--- src/rtl/fetch_db_store_ctrl_if.sv ---
// Bus between the deblock-store controller and the external write port.
// The controller (master) requests a burst, receives a one-cycle grant,
// then reads the deblock buffer and tags the outgoing write beats.
//   ext_req_o         master -> slave  burst request level
//   ext_gnt_i         slave -> master  one-burst grant pulse
//   ext_store_en_o    master -> slave  deblock buffer read enable
//   ext_store_addr_o  master -> slave  word address inside the current buffer
//   ext_wvalid_o      master -> slave  buffer read data valid (en delayed 1)
//   ext_wlast_o       master -> slave  last beat of a burst, aligned to wvalid
interface fetch_db_store_ctrl_if;
  logic       ext_req_o;
  logic       ext_gnt_i;
  logic       ext_store_en_o;
  logic [7:0] ext_store_addr_o;
  logic       ext_wvalid_o;
  logic       ext_wlast_o;

  modport master (
    output ext_req_o,
    input  ext_gnt_i,
    output ext_store_en_o,
    output ext_store_addr_o,
    output ext_wvalid_o,
    output ext_wlast_o
  );

  modport slave (
    input  ext_req_o,
    output ext_gnt_i,
    input  ext_store_en_o,
    input  ext_store_addr_o,
    input  ext_wvalid_o,
    input  ext_wlast_o
  );
endinterface

--- src/rtl/fetch_db_store_ctrl.sv ---
// Drains filled deblock buffers to external memory in fixed-length bursts.
// A counter tracks how many rotating buffers hold a finished LCU; whenever
// one is pending the FSM requests the bus, streams BURST_LEN sequential
// words per grant, and after the final word of the LCU pulses store_done to
// release the buffer.
// Ports:
//   clk, rstn          clock, asynchronous active-low reset
//   db_done_i          deblock finished filling one buffer (pulse)
//   ext                external bus / buffer read port (master modport)
//   ext_store_done_o   current buffer fully read (pulse)
//   ext_store_ready_o  at least one filled buffer pending
//   occ_o              number of filled buffers, 0..NUM_BUF
//   err_ovf_o          sticky: db_done_i arrived with all buffers full
module fetch_db_store_ctrl #(
  parameter int WORDS_PER_LCU = 192,
  parameter int BURST_LEN     = 16,
  parameter int NUM_BUF       = 3
) (
  input  logic                         clk,
  input  logic                         rstn,
  input  logic                         db_done_i,
  fetch_db_store_ctrl_if.master        ext,
  output logic                         ext_store_done_o,
  output logic                         ext_store_ready_o,
  output logic [1:0]                   occ_o,
  output logic                         err_ovf_o
);

  localparam int BEAT_W = (BURST_LEN > 1) ? $clog2(BURST_LEN) : 1;
  localparam logic [BEAT_W-1:0] LAST_BEAT = BEAT_W'(BURST_LEN - 1);
  localparam logic [BEAT_W-1:0] BEAT_ONE  = BEAT_W'(1);
  localparam logic [BEAT_W-1:0] BEAT_ZERO = BEAT_W'(0);
  localparam logic [7:0]        LAST_ADDR = 8'(WORDS_PER_LCU - 1);
  localparam logic [1:0]        FULL      = 2'(NUM_BUF);

  typedef enum logic [1:0] {
    IDLE  = 2'd0,
    REQ   = 2'd1,
    BURST = 2'd2,
    DONE  = 2'd3
  } state_t;

  state_t              state;
  logic [7:0]          addr;
  logic [BEAT_W-1:0]   beat;
  logic                req;
  logic                store_en;
  logic                done;
  logic                wvalid;
  logic                wlast;
  logic [1:0]          occ;
  logic                err_ovf;

  // Transfer FSM; req/store_en/done are registered alongside the next state
  // so each output is high exactly while the FSM sits in its state.
  always_ff @(posedge clk or negedge rstn) begin
    if (!rstn) begin
      state    <= IDLE;
      addr     <= 8'd0;
      beat     <= BEAT_ZERO;
      req      <= 1'b0;
      store_en <= 1'b0;
      done     <= 1'b0;
    end else begin
      case (state)
        IDLE: begin
          store_en <= 1'b0;
          done     <= 1'b0;
          if (occ != 2'd0) begin
            state <= REQ;
            req   <= 1'b1;
          end else begin
            state <= IDLE;
            req   <= 1'b0;
          end
        end
        REQ: begin
          done <= 1'b0;
          if (ext.ext_gnt_i) begin
            state    <= BURST;
            req      <= 1'b0;
            store_en <= 1'b1;
            beat     <= BEAT_ZERO;
          end else begin
            state    <= REQ;
            req      <= 1'b1;
            store_en <= 1'b0;
          end
        end
        BURST: begin
          beat <= beat + BEAT_ONE;
          if (beat == LAST_BEAT) begin
            store_en <= 1'b0;
            if (addr == LAST_ADDR) begin
              // Whole LCU read: release the buffer, next LCU starts at 0.
              state <= DONE;
              done  <= 1'b1;
              req   <= 1'b0;
              addr  <= 8'd0;
            end else begin
              state <= REQ;
              done  <= 1'b0;
              req   <= 1'b1;
              addr  <= addr + 8'd1;
            end
          end else begin
            state    <= BURST;
            store_en <= 1'b1;
            req      <= 1'b0;
            done     <= 1'b0;
            addr     <= addr + 8'd1;
          end
        end
        DONE: begin
          state    <= IDLE;
          done     <= 1'b0;
          req      <= 1'b0;
          store_en <= 1'b0;
          addr     <= 8'd0;
        end
        default: begin
          state    <= IDLE;
          addr     <= 8'd0;
          beat     <= BEAT_ZERO;
          req      <= 1'b0;
          store_en <= 1'b0;
          done     <= 1'b0;
        end
      endcase
    end
  end

  // Buffer data arrives one cycle after the read enable, so valid/last lag.
  always_ff @(posedge clk or negedge rstn) begin
    if (!rstn) begin
      wvalid <= 1'b0;
      wlast  <= 1'b0;
    end else begin
      wvalid <= store_en;
      wlast  <= (state == BURST) && (beat == LAST_BEAT);
    end
  end

  // Filled-buffer count; a fill and a release in the same cycle cancel.
  always_ff @(posedge clk or negedge rstn) begin
    if (!rstn) begin
      occ     <= 2'd0;
      err_ovf <= 1'b0;
    end else begin
      if (db_done_i && (occ == FULL)) begin
        err_ovf <= 1'b1;
      end else begin
        err_ovf <= err_ovf;
      end
      case ({db_done_i, done})
        2'b10: begin
          if (occ != FULL) begin
            occ <= occ + 2'd1;
          end else begin
            occ <= occ;
          end
        end
        2'b01:   occ <= occ - 2'd1;
        default: occ <= occ;
      endcase
    end
  end

  assign ext.ext_req_o        = req;
  assign ext.ext_store_en_o   = store_en;
  assign ext.ext_store_addr_o = addr;
  assign ext.ext_wvalid_o     = wvalid;
  assign ext.ext_wlast_o      = wlast;
  assign ext_store_done_o     = done;
  assign ext_store_ready_o    = (occ != 2'd0);
  assign occ_o                = occ;
  assign err_ovf_o            = err_ovf;

endmodule

--- src/flat_wrapper.sv ---
// flat-port wrapper written by rule: the top's interface ports become plain ports
module fetch_db_store_ctrl_flat 
#(
  parameter int WORDS_PER_LCU = 192,
  parameter int BURST_LEN     = 16,
  parameter int NUM_BUF       = 3
)
  (clk, rstn, db_done_i, ext_store_done_o, ext_store_ready_o, occ_o, err_ovf_o, ext_ext_req_o, ext_ext_gnt_i, ext_ext_store_en_o, ext_ext_store_addr_o, ext_ext_wvalid_o, ext_ext_wlast_o);
  fetch_db_store_ctrl_if ext_i ();
  input  logic clk;
  input  logic rstn;
  input  logic db_done_i;
  output logic ext_store_done_o;
  output logic ext_store_ready_o;
  output logic [1:0] occ_o;
  output logic err_ovf_o;
  output wire logic [$bits(ext_i.ext_req_o)-1:0] ext_ext_req_o;
  input wire logic [$bits(ext_i.ext_gnt_i)-1:0] ext_ext_gnt_i;
  output wire logic [$bits(ext_i.ext_store_en_o)-1:0] ext_ext_store_en_o;
  output wire logic [$bits(ext_i.ext_store_addr_o)-1:0] ext_ext_store_addr_o;
  output wire logic [$bits(ext_i.ext_wvalid_o)-1:0] ext_ext_wvalid_o;
  output wire logic [$bits(ext_i.ext_wlast_o)-1:0] ext_ext_wlast_o;
  assign ext_ext_req_o = ext_i.ext_req_o;
  assign ext_i.ext_gnt_i = ext_ext_gnt_i;
  assign ext_ext_store_en_o = ext_i.ext_store_en_o;
  assign ext_ext_store_addr_o = ext_i.ext_store_addr_o;
  assign ext_ext_wvalid_o = ext_i.ext_wvalid_o;
  assign ext_ext_wlast_o = ext_i.ext_wlast_o;
  fetch_db_store_ctrl #(.WORDS_PER_LCU(WORDS_PER_LCU), .BURST_LEN(BURST_LEN), .NUM_BUF(NUM_BUF)) u_core (.clk(clk), .rstn(rstn), .db_done_i(db_done_i), .ext(ext_i), .ext_store_done_o(ext_store_done_o), .ext_store_ready_o(ext_store_ready_o), .occ_o(occ_o), .err_ovf_o(err_ovf_o));
endmodule
--- config.mk ---
export PLATFORM = sky130hd
export DESIGN_NAME = fetch_db_store_ctrl_flat
export DESIGN_NICKNAME = d
export VERILOG_FILES = /design/src/rtl/fetch_db_store_ctrl_if.sv /design/src/rtl/fetch_db_store_ctrl.sv /design/src/flat_wrapper.sv
export SDC_FILE = /design/constraint.sdc
export NUM_CORES = 1
export LEC_CHECK = 0
export BUFFER_PORTS_ARGS = -buffer_cell sky130_fd_sc_hd__buf_4
export CAP_MARGIN = 5
export CORE_MARGIN = 2
export CORE_UTILIZATION = 56
export DETAILED_ROUTE_END_ITERATION = 6
export HOLD_SLACK_MARGIN = 0.1
export PLACE_DENSITY = 0.81
export SYNTH_ARGS = -nofsm -noshare
export SYNTH_HDL_FRONTEND = slang
export SYNTH_SLANG_ARGS = --single-unit
--- constraint.sdc ---
create_clock -name clk -period 2.35 [get_ports clk]
set_input_delay 0.235 -clock clk [delete_from_list [all_inputs] [get_ports clk]]
set_output_delay 0.235 -clock clk [all_outputs]
set_load 0.05 [all_outputs]
==> results of run 1 <==
[critical path: cells and delay by family (launching register included)]
family,cells,cell delay [ns]
AOI/OAI and AO/OA,2,0.58
DFF,1,0.49
and+or+nand+nor,2,0.31
adders and majority gates,1,0.30
[logic make-up (layout without fill, tap and decap cells)]
group	after synthesis	count (layout)	synth area share [%]
and+or+nand+nor	37	37	19.0
buffers and inverters	5	29	2.17
DFF	22	22	52.9
adders and majority gates	2	2	2.41
muxes	2	2	1.93
AOI/OAI and AO/OA	32	32	21.5
[worst min-delay path by stage]
| stage | to | slack (ns) | depth (start not counted) |
|---|---|---|---|
| floorplan | u_core.beat[0] | -0.06 | 0 |
| global placement | u_core.ext.ext_store_addr_o[4] | 0.14 | 1 |
| detailed placement | u_core.occ_o[0] | 0.13 | 1 |
| CTS | u_core.err_ovf_o | 0.18 | 2 |
| global route | u_core.err_ovf_o | 0.18 | 2 |
| finish | u_core.err_ovf_o | 0.19 | 2 |
[sequential cells by signal, indices dropped and copies added, names as in the netlist, 2 cells and up]
name / cells
u_core.occ_o: 2
u_core.ext.ext_store_addr_o: 8
u_core.state: 2
u_core.beat: 4
[final cells by class]
cell class / instances / area share (%)
flip-flops and latches: 22 / 43.7
multi-input cells: 73 / 37.0
repair buffers: 21 / 12.7
clock buffers: 4 / 2.88
well taps: 25 / 2.48
inverters: 4 / 1.19
[power by group through the flow]
stage | combinational, uW | sequential, uW | clock (uW)
after floorplan | 248 | 799 | 0
after global placement | 604 | 615 | 0
after detailed placement | 614 | 620 | 0
after CTS | 620 | 612 | 210
after global routing | 664 | 637 | 226
final | 618 | 616 | 208
[routing by layer]
metal	track usage, %	vias to the layer above
met2	37.8	33
li1	-	420
met3	3.46	7
met5	0	-
met1	28.6	423
met4	10.0	0
[cell usage in the layout, fill, tap and decap left out, types with 2 or more instances in the layout]
master	netlist	final
nor3_1	4	4
a31oi_1	2	2
ha_1	2	2
mux2i_1	2	2
clkbuf_4	0	3
o22ai_1	2	2
inv_1	4	4
o21ai_0	7	7
nand2b_1	3	3
nand3_1	6	6
buf_4	1	20
o211ai_1	3	3
a21oi_1	6	6
dfrtp_1	22	22
nand2_1	10	10
nor2_1	5	5
[through the flow]
stage | hold WS (ns) | total power [uW]
3_3_place_gp | 0.135 | 1220
2_1_floorplan | -0.0606 | 1050
3_5_place_dp | 0.133 | 1230
4_1_cts | 0.178 | 1440
5_1_grt | 0.181 | 1530
6_report | 0.187 | 1440
==> results.py, run 1 <==
metrics = {
    "clock_network": {
        "cts_tree": "yes",
        "htreeDepth": 1,
        "root_buffer": "clkbuf_4",
        "path_clk_slew_ns": 0.12,
        "clock_path_buffers": 2,
        "cts_hold_buf": 1,
        "cts.sinks": 22,
        "clk_latency_ns": 0.31,
        "cts_buffers": 3,
        "cts_setup_buffers": 0,
        "ctsResizeCount": 0,
    },
    "detailed_routing": {
        "wirelength_um": 2170,
        "wl_met1_um": 961,
        "drt_first_pass_iters": 4,
        "wl_per_cell_um": 14.6,
        "vias": 883,
        "dr.first_iter.drc_count": 14,
        "via_per_inst": 5.93,
        "met3_wirelength_um": 101,
        "top_layer_used": "met4",
        "drc": 0,
        "wl_met2_um": 1070,
        "final_antenna_net_count": 0,
    },
    "global_route": {
        "antenna_found_initial": 0,
        "grt_max_degree": 23,
        "grt_overflow": 0,
        "grt_usage_pct": 22.5,
        "grt_pass1_vias": 734,
        "grt_pass1_wl_um": 3400,
    },
    "cells_and_area": {
        "fin_area_um2": 1260,
        "seq_area_um2": 551,
        "fin_nets": 131,
        "fill_cells": 138,
        "instances_no_fill": 149,
        "n_antenna_cell": 0,
        "layout-drive-gt1-share_pct": 25.8,
        "area_growth_pct": 21.2,
        "multi_input_area_um2": 467,
        "fin_util_pct": 72.2,
    },
    "critical_path": {
        "r2r-end": "u_core.ext.ext_store_addr_o[3]",
        "r2r_start": "u_core.ext.ext_store_addr_o[0]",
        "start_kind": "flop",
        "endpoint_kind": "flop",
        "worstPathArrival_ns": 1.98,
        "cp_cell_sequence": "ha_1 -> nand4b_1 -> o31ai_4 -> nor2_1 -> a211o_1",
        "r2r_slack_ns": 0.58,
        "worstSetupEndpoint": "u_core.ext.ext_store_addr_o[3]",
        "crit_fanout": 6,
        "crit_path_top_delay_cell": "dfrtp_1",
        "worstSetupStartpoint": "u_core.ext.ext_store_addr_o[0]",
        "critical_path_required_ns": 2.56,
        "critPathKind": "flop to flop",
        "max_stage_delay_ns": 0.49,
        "r2r_cells": 5,
    },
    "floorplan": {
        "initial_core_util_pct": 59.6,
        "die_y_um": 47.1,
        "die_w_um": 47.1,
        "ioPinCount": 21,
        "die_area_um2": 2220,
        "core_um2": 1750,
        "rows": 15,
    },
    "logic_synthesis": {
        "syn_nets": 106,
        "yosys-top-cells-area": "dfrtp_1 53%, nand2_1 3.6%, o21ai_0 3.4%",
        "yosysMostFrequentCell": "dfrtp_1",
        "ys_seq_elements": 22,
        "ys_async_sr_fraction_pct": 100,
        "yosys_warnings": 0,
        "synth_top_area_cell": "dfrtp_1",
        "syn_area_um2": 1040,
        "synth_edf_count": 0,
        "synth_top_area_share_pct": 52.9,
        "ys_seq_area_share_pct": 52.9,
        "postSynthAreaPerCell_um2": 10.4,
        "postSynthCellCount": 100,
        "synth_common_cells": "22 x dfrtp_1, 10 x nand2_1, 7 x o21ai_0",
        "yosys.cell_types.count": 36,
        "synthFlopType": "dfrtp_1",
    },
    "timing": {
        "fmax_ghz": 0.564,
        "fin_worst_skew_ns": 0.00431,
        "min_period_ns": 1.77,
        "rsz0062_at_grt": "false",
        "max-slew-margin-rel_pct": 73.9,
        "post-route-period-util_pct": 75.4,
        "hold_violations": 0,
        "setup_tns_ns": 0,
        "setup_viol": 0,
        "setup_ws_ns": 0.578,
        "max_slew.worst_pin.slew_ns": 0.391,
        "final_max_slew_viol_count": 0,
    },
    "pwr": {
        "p_per_area_nw_per_um2": 1140,
        "comb_power_share_pct": 42.9,
        "swShare_pct": 46.3,
        "p_seq_share_pct": 42.7,
        "clkPwrFrac_pct": 14.4,
        "total_leakage_power_uw": 0.000582,
        "ir_drop_mv": 0.761,
        "p_sw_uw": 667,
        "p_int_uw": 775,
    },
    "run_status": {
        "status": "complete, no violations",
    },
    "placement": {
        "port-buffer-count": 20,
        "place_inst": 144,
        "place_ws_ns": 0.614,
        "gp_congestion": 0.812,
        "dp_hpwl_um": 1500,
        "dpl-instance-area_um2": 1210,
    },
    "worst_hold_path": {
        "hp-class": "input pin to flop",
        "hold_path_startpoint": "db_done_i",
    },
    "job": {
        "max_cap_viol_count": 0,
    },
}
No activity file was read; power rests on OpenSTA's default activity.
==> run 2: changes to the inputs <==
CORE_UTILIZATION = 52   (was 56)
PLACE_DENSITY = 0.76   (was 0.81)
clock period = 1.8 ns   (was 2.35 ns; I/O delays follow)
==> run 2 against run 1 <==
Net effect:
- count of clock-buffer cells in the layout unchanged
- sequential power increased by 28%
- hold slack got worse by 0.055 ns
- clock power increased by 31%
- die area increased by 7.0%
- power increased by 33%
- utilization decreased by 4.7 points
- register-to-register slack got worse by 0.51 ns
- combinational power increased by 40%
- clock skew increased by 0.0084 ns
- largest cell class unchanged
- largest power group unchanged
- highest routed layer unchanged
==> results.py, run 2 (synthesis gave the netlist of run 1 again) <==
metrics = {
    "cells_and_area": {
        "layout-drive-gt1-share_pct": 30.5,
        "final_common_cell": "buf_4",
        "fin_area_um2": 1300,
        "fin_nets": 135,
        "instances_no_fill": 155,
        "fin_util_pct": 67.5,
        "area_growth_pct": 24.8,
        "n_antenna_cell": 0,
        "largest_reg_flops": 8,
        "mostFrequentLayoutCells": "24 x buf_4, 20 x dfrtp_1, 10 x nand2_1",
    },
    "critical_path": {
        "endpoint_kind": "flop",
        "worstSetupEndpoint": "u_core.ext.ext_store_addr_o[5]",
        "r2r_cells": 5,
        "r2r_slack_ns": 0.06,
        "r2r-end": "u_core.ext.ext_store_addr_o[5]",
        "critPathTopFamily": "compound AO/OA/AOI/OAI gates",
        "worstPathArrival_ns": 1.95,
        "crit_path_top_delay_cell": "dfrtp_2",
        "max_stage_delay_ns": 0.45,
        "path_depth": 5,
        "crit_fanout": 6,
        "critical_path_required_ns": 2.02,
        "r2r_start": "u_core.ext.ext_store_addr_o[0]",
        "start_kind": "flop",
        "cp_num_buf_inv": 0,
        "critPathKind": "flop to flop",
        "worstSetupStartpoint": "u_core.ext.ext_store_addr_o[0]",
        "cp_cell_sequence": "ha_2 -> nand4b_1 -> o31ai_4 -> o21ai_1 -> a21o_1",
    },
    "clock_network": {
        "clk_latency_ns": 0.31,
        "cts_buffers": 3,
        "htreeDepth": 1,
        "cts_tree": "yes",
        "path_clk_slew_ns": 0.13,
        "root_buffer": "clkbuf_4",
        "cts.sinks": 22,
        "clock_path_buffers": 2,
    },
    "floorplan": {
        "initial_core_util_pct": 54.1,
        "die_w_um": 48.7,
        "die_area_um2": 2370,
        "rows": 16,
        "core_um2": 1920,
        "die_y_um": 48.7,
        "ioPinCount": 21,
    },
    "global_route": {
        "grt_pass1_vias": 797,
        "grt_pass1_wl_um": 3770,
        "grt_overflow": 0,
        "antenna_found_initial": 0,
        "grt_usage_pct": 20.7,
        "grt_max_degree": 23,
    },
    "pwr": {
        "p_sw_uw": 875,
        "p_per_area_nw_per_um2": 1480,
        "clkPwrFrac_pct": 14.2,
        "total_leakage_power_uw": 0.000595,
        "p_int_uw": 1050,
        "comb_power_share_pct": 44.9,
        "swShare_pct": 45.5,
        "p_seq_share_pct": 40.9,
        "ir_drop_mv": 1.10,
    },
    "timing": {
        "fmax_ghz": 0.576,
        "post-route-period-util_pct": 96.5,
        "hold_violations": 0,
        "min_period_ns": 1.74,
        "max-slew-margin-rel_pct": 71.9,
        "final_max_slew_viol_count": 0,
        "setup_viol": 0,
        "max_slew.worst_pin.slew_ns": 0.422,
        "fin_worst_skew_ns": 0.0127,
        "hold_slack_ns": 0.133,
    },
    "job": {
        "max_cap_viol_count": 0,
    },
    "worst_hold_path": {
        "min_delay_path_depth": 2,
        "hp-class": "input pin to flop",
        "hold_path_startpoint": "db_done_i",
    },
    "detailed_routing": {
        "vias": 920,
        "final_antenna_net_count": 0,
        "wl_met1_um": 942,
        "top_layer_used": "met4",
        "met3_wirelength_um": 122,
        "drc": 0,
        "via_per_inst": 5.94,
        "wirelength_um": 2280,
        "wl_met2_um": 1160,
        "wl_per_cell_um": 14.7,
        "dr.first_iter.drc_count": 20,
        "drt_first_pass_iters": 4,
    },
    "placement": {
        "dp_hpwl_um": 1530,
        "gp_congestion": 0.820,
        "dpl-instance-area_um2": 1230,
        "port-buffer-count": 20,
        "place_inst": 147,
    },
    "run_status": {
        "status": "complete, no violations",
    },
}
==> run 2: power by group through the flow <==
stage	Combinational [uW]	Sequential (uW)	Clock (uW)
2_1_floorplan	323	1050	0
3_3_place_gp	831	786	0
3_5_place_dp	837	797	0
4_1_cts	842	786	276
5_1_grt	930	816	304
6_report	864	788	273
==> run 2: timing repair <==
item,4_1_cts,5_1_grt
hold endpoints to repair,22,0
endpoints found under the setup margin,0,2
resized for setup,0,1
hold buffers,1,0
buffers inserted,0,3
==> run 2: worst min-delay path by stage <==
stage                                           to  slack (ns)
CTS                               u_core.err_ovf_o        0.13
detailed placement  u_core.ext.ext_store_addr_o[5]        0.09
finish                            u_core.err_ovf_o        0.13
floorplan                           u_core.beat[0]       -0.12
global placement    u_core.ext.ext_store_addr_o[6]        0.08
global route                      u_core.err_ovf_o        0.11
==> run 2: worst register-to-register path: cells and delay by family (launching register included) <==
family                     cells  cell delay (ns)
AOI/OAI and AO/OA              3             0.75
adders and majority gates      1             0.25
and+or+nand+nor                1             0.20
DFF                            1             0.45
==> run 2: final cells by class <==
type,instances,area [um2]
repair buffers,25,190
clock buffers,4,36.3
well taps,27,33.8
fillers,164,624
flip-flops and latches,22,553
inverters,4,15.0
multi-input cells,73,469
==> run 2: stage by stage <==
step	TNS (ns)	power [uW]	worst slack, ns
after global placement	0	1620	0.200
after CTS	0	1900	0.102
final	0	1920	0.0629
after detailed placement	0	1630	0.143
after floorplan	0	1370	0.0592
after global routing	-0.0317	2050	-0.0198
==> run 2: routing by layer <==
| layer | up-vias | GRT usage, % |
|---|---|---|
| met5 | - | 0 |
| met4 | 0 | 7.14 |
| met3 | 11 | 3.09 |
| met2 | 44 | 35.4 |
| met1 | 436 | 26.7 |
| li1 | 429 | - |
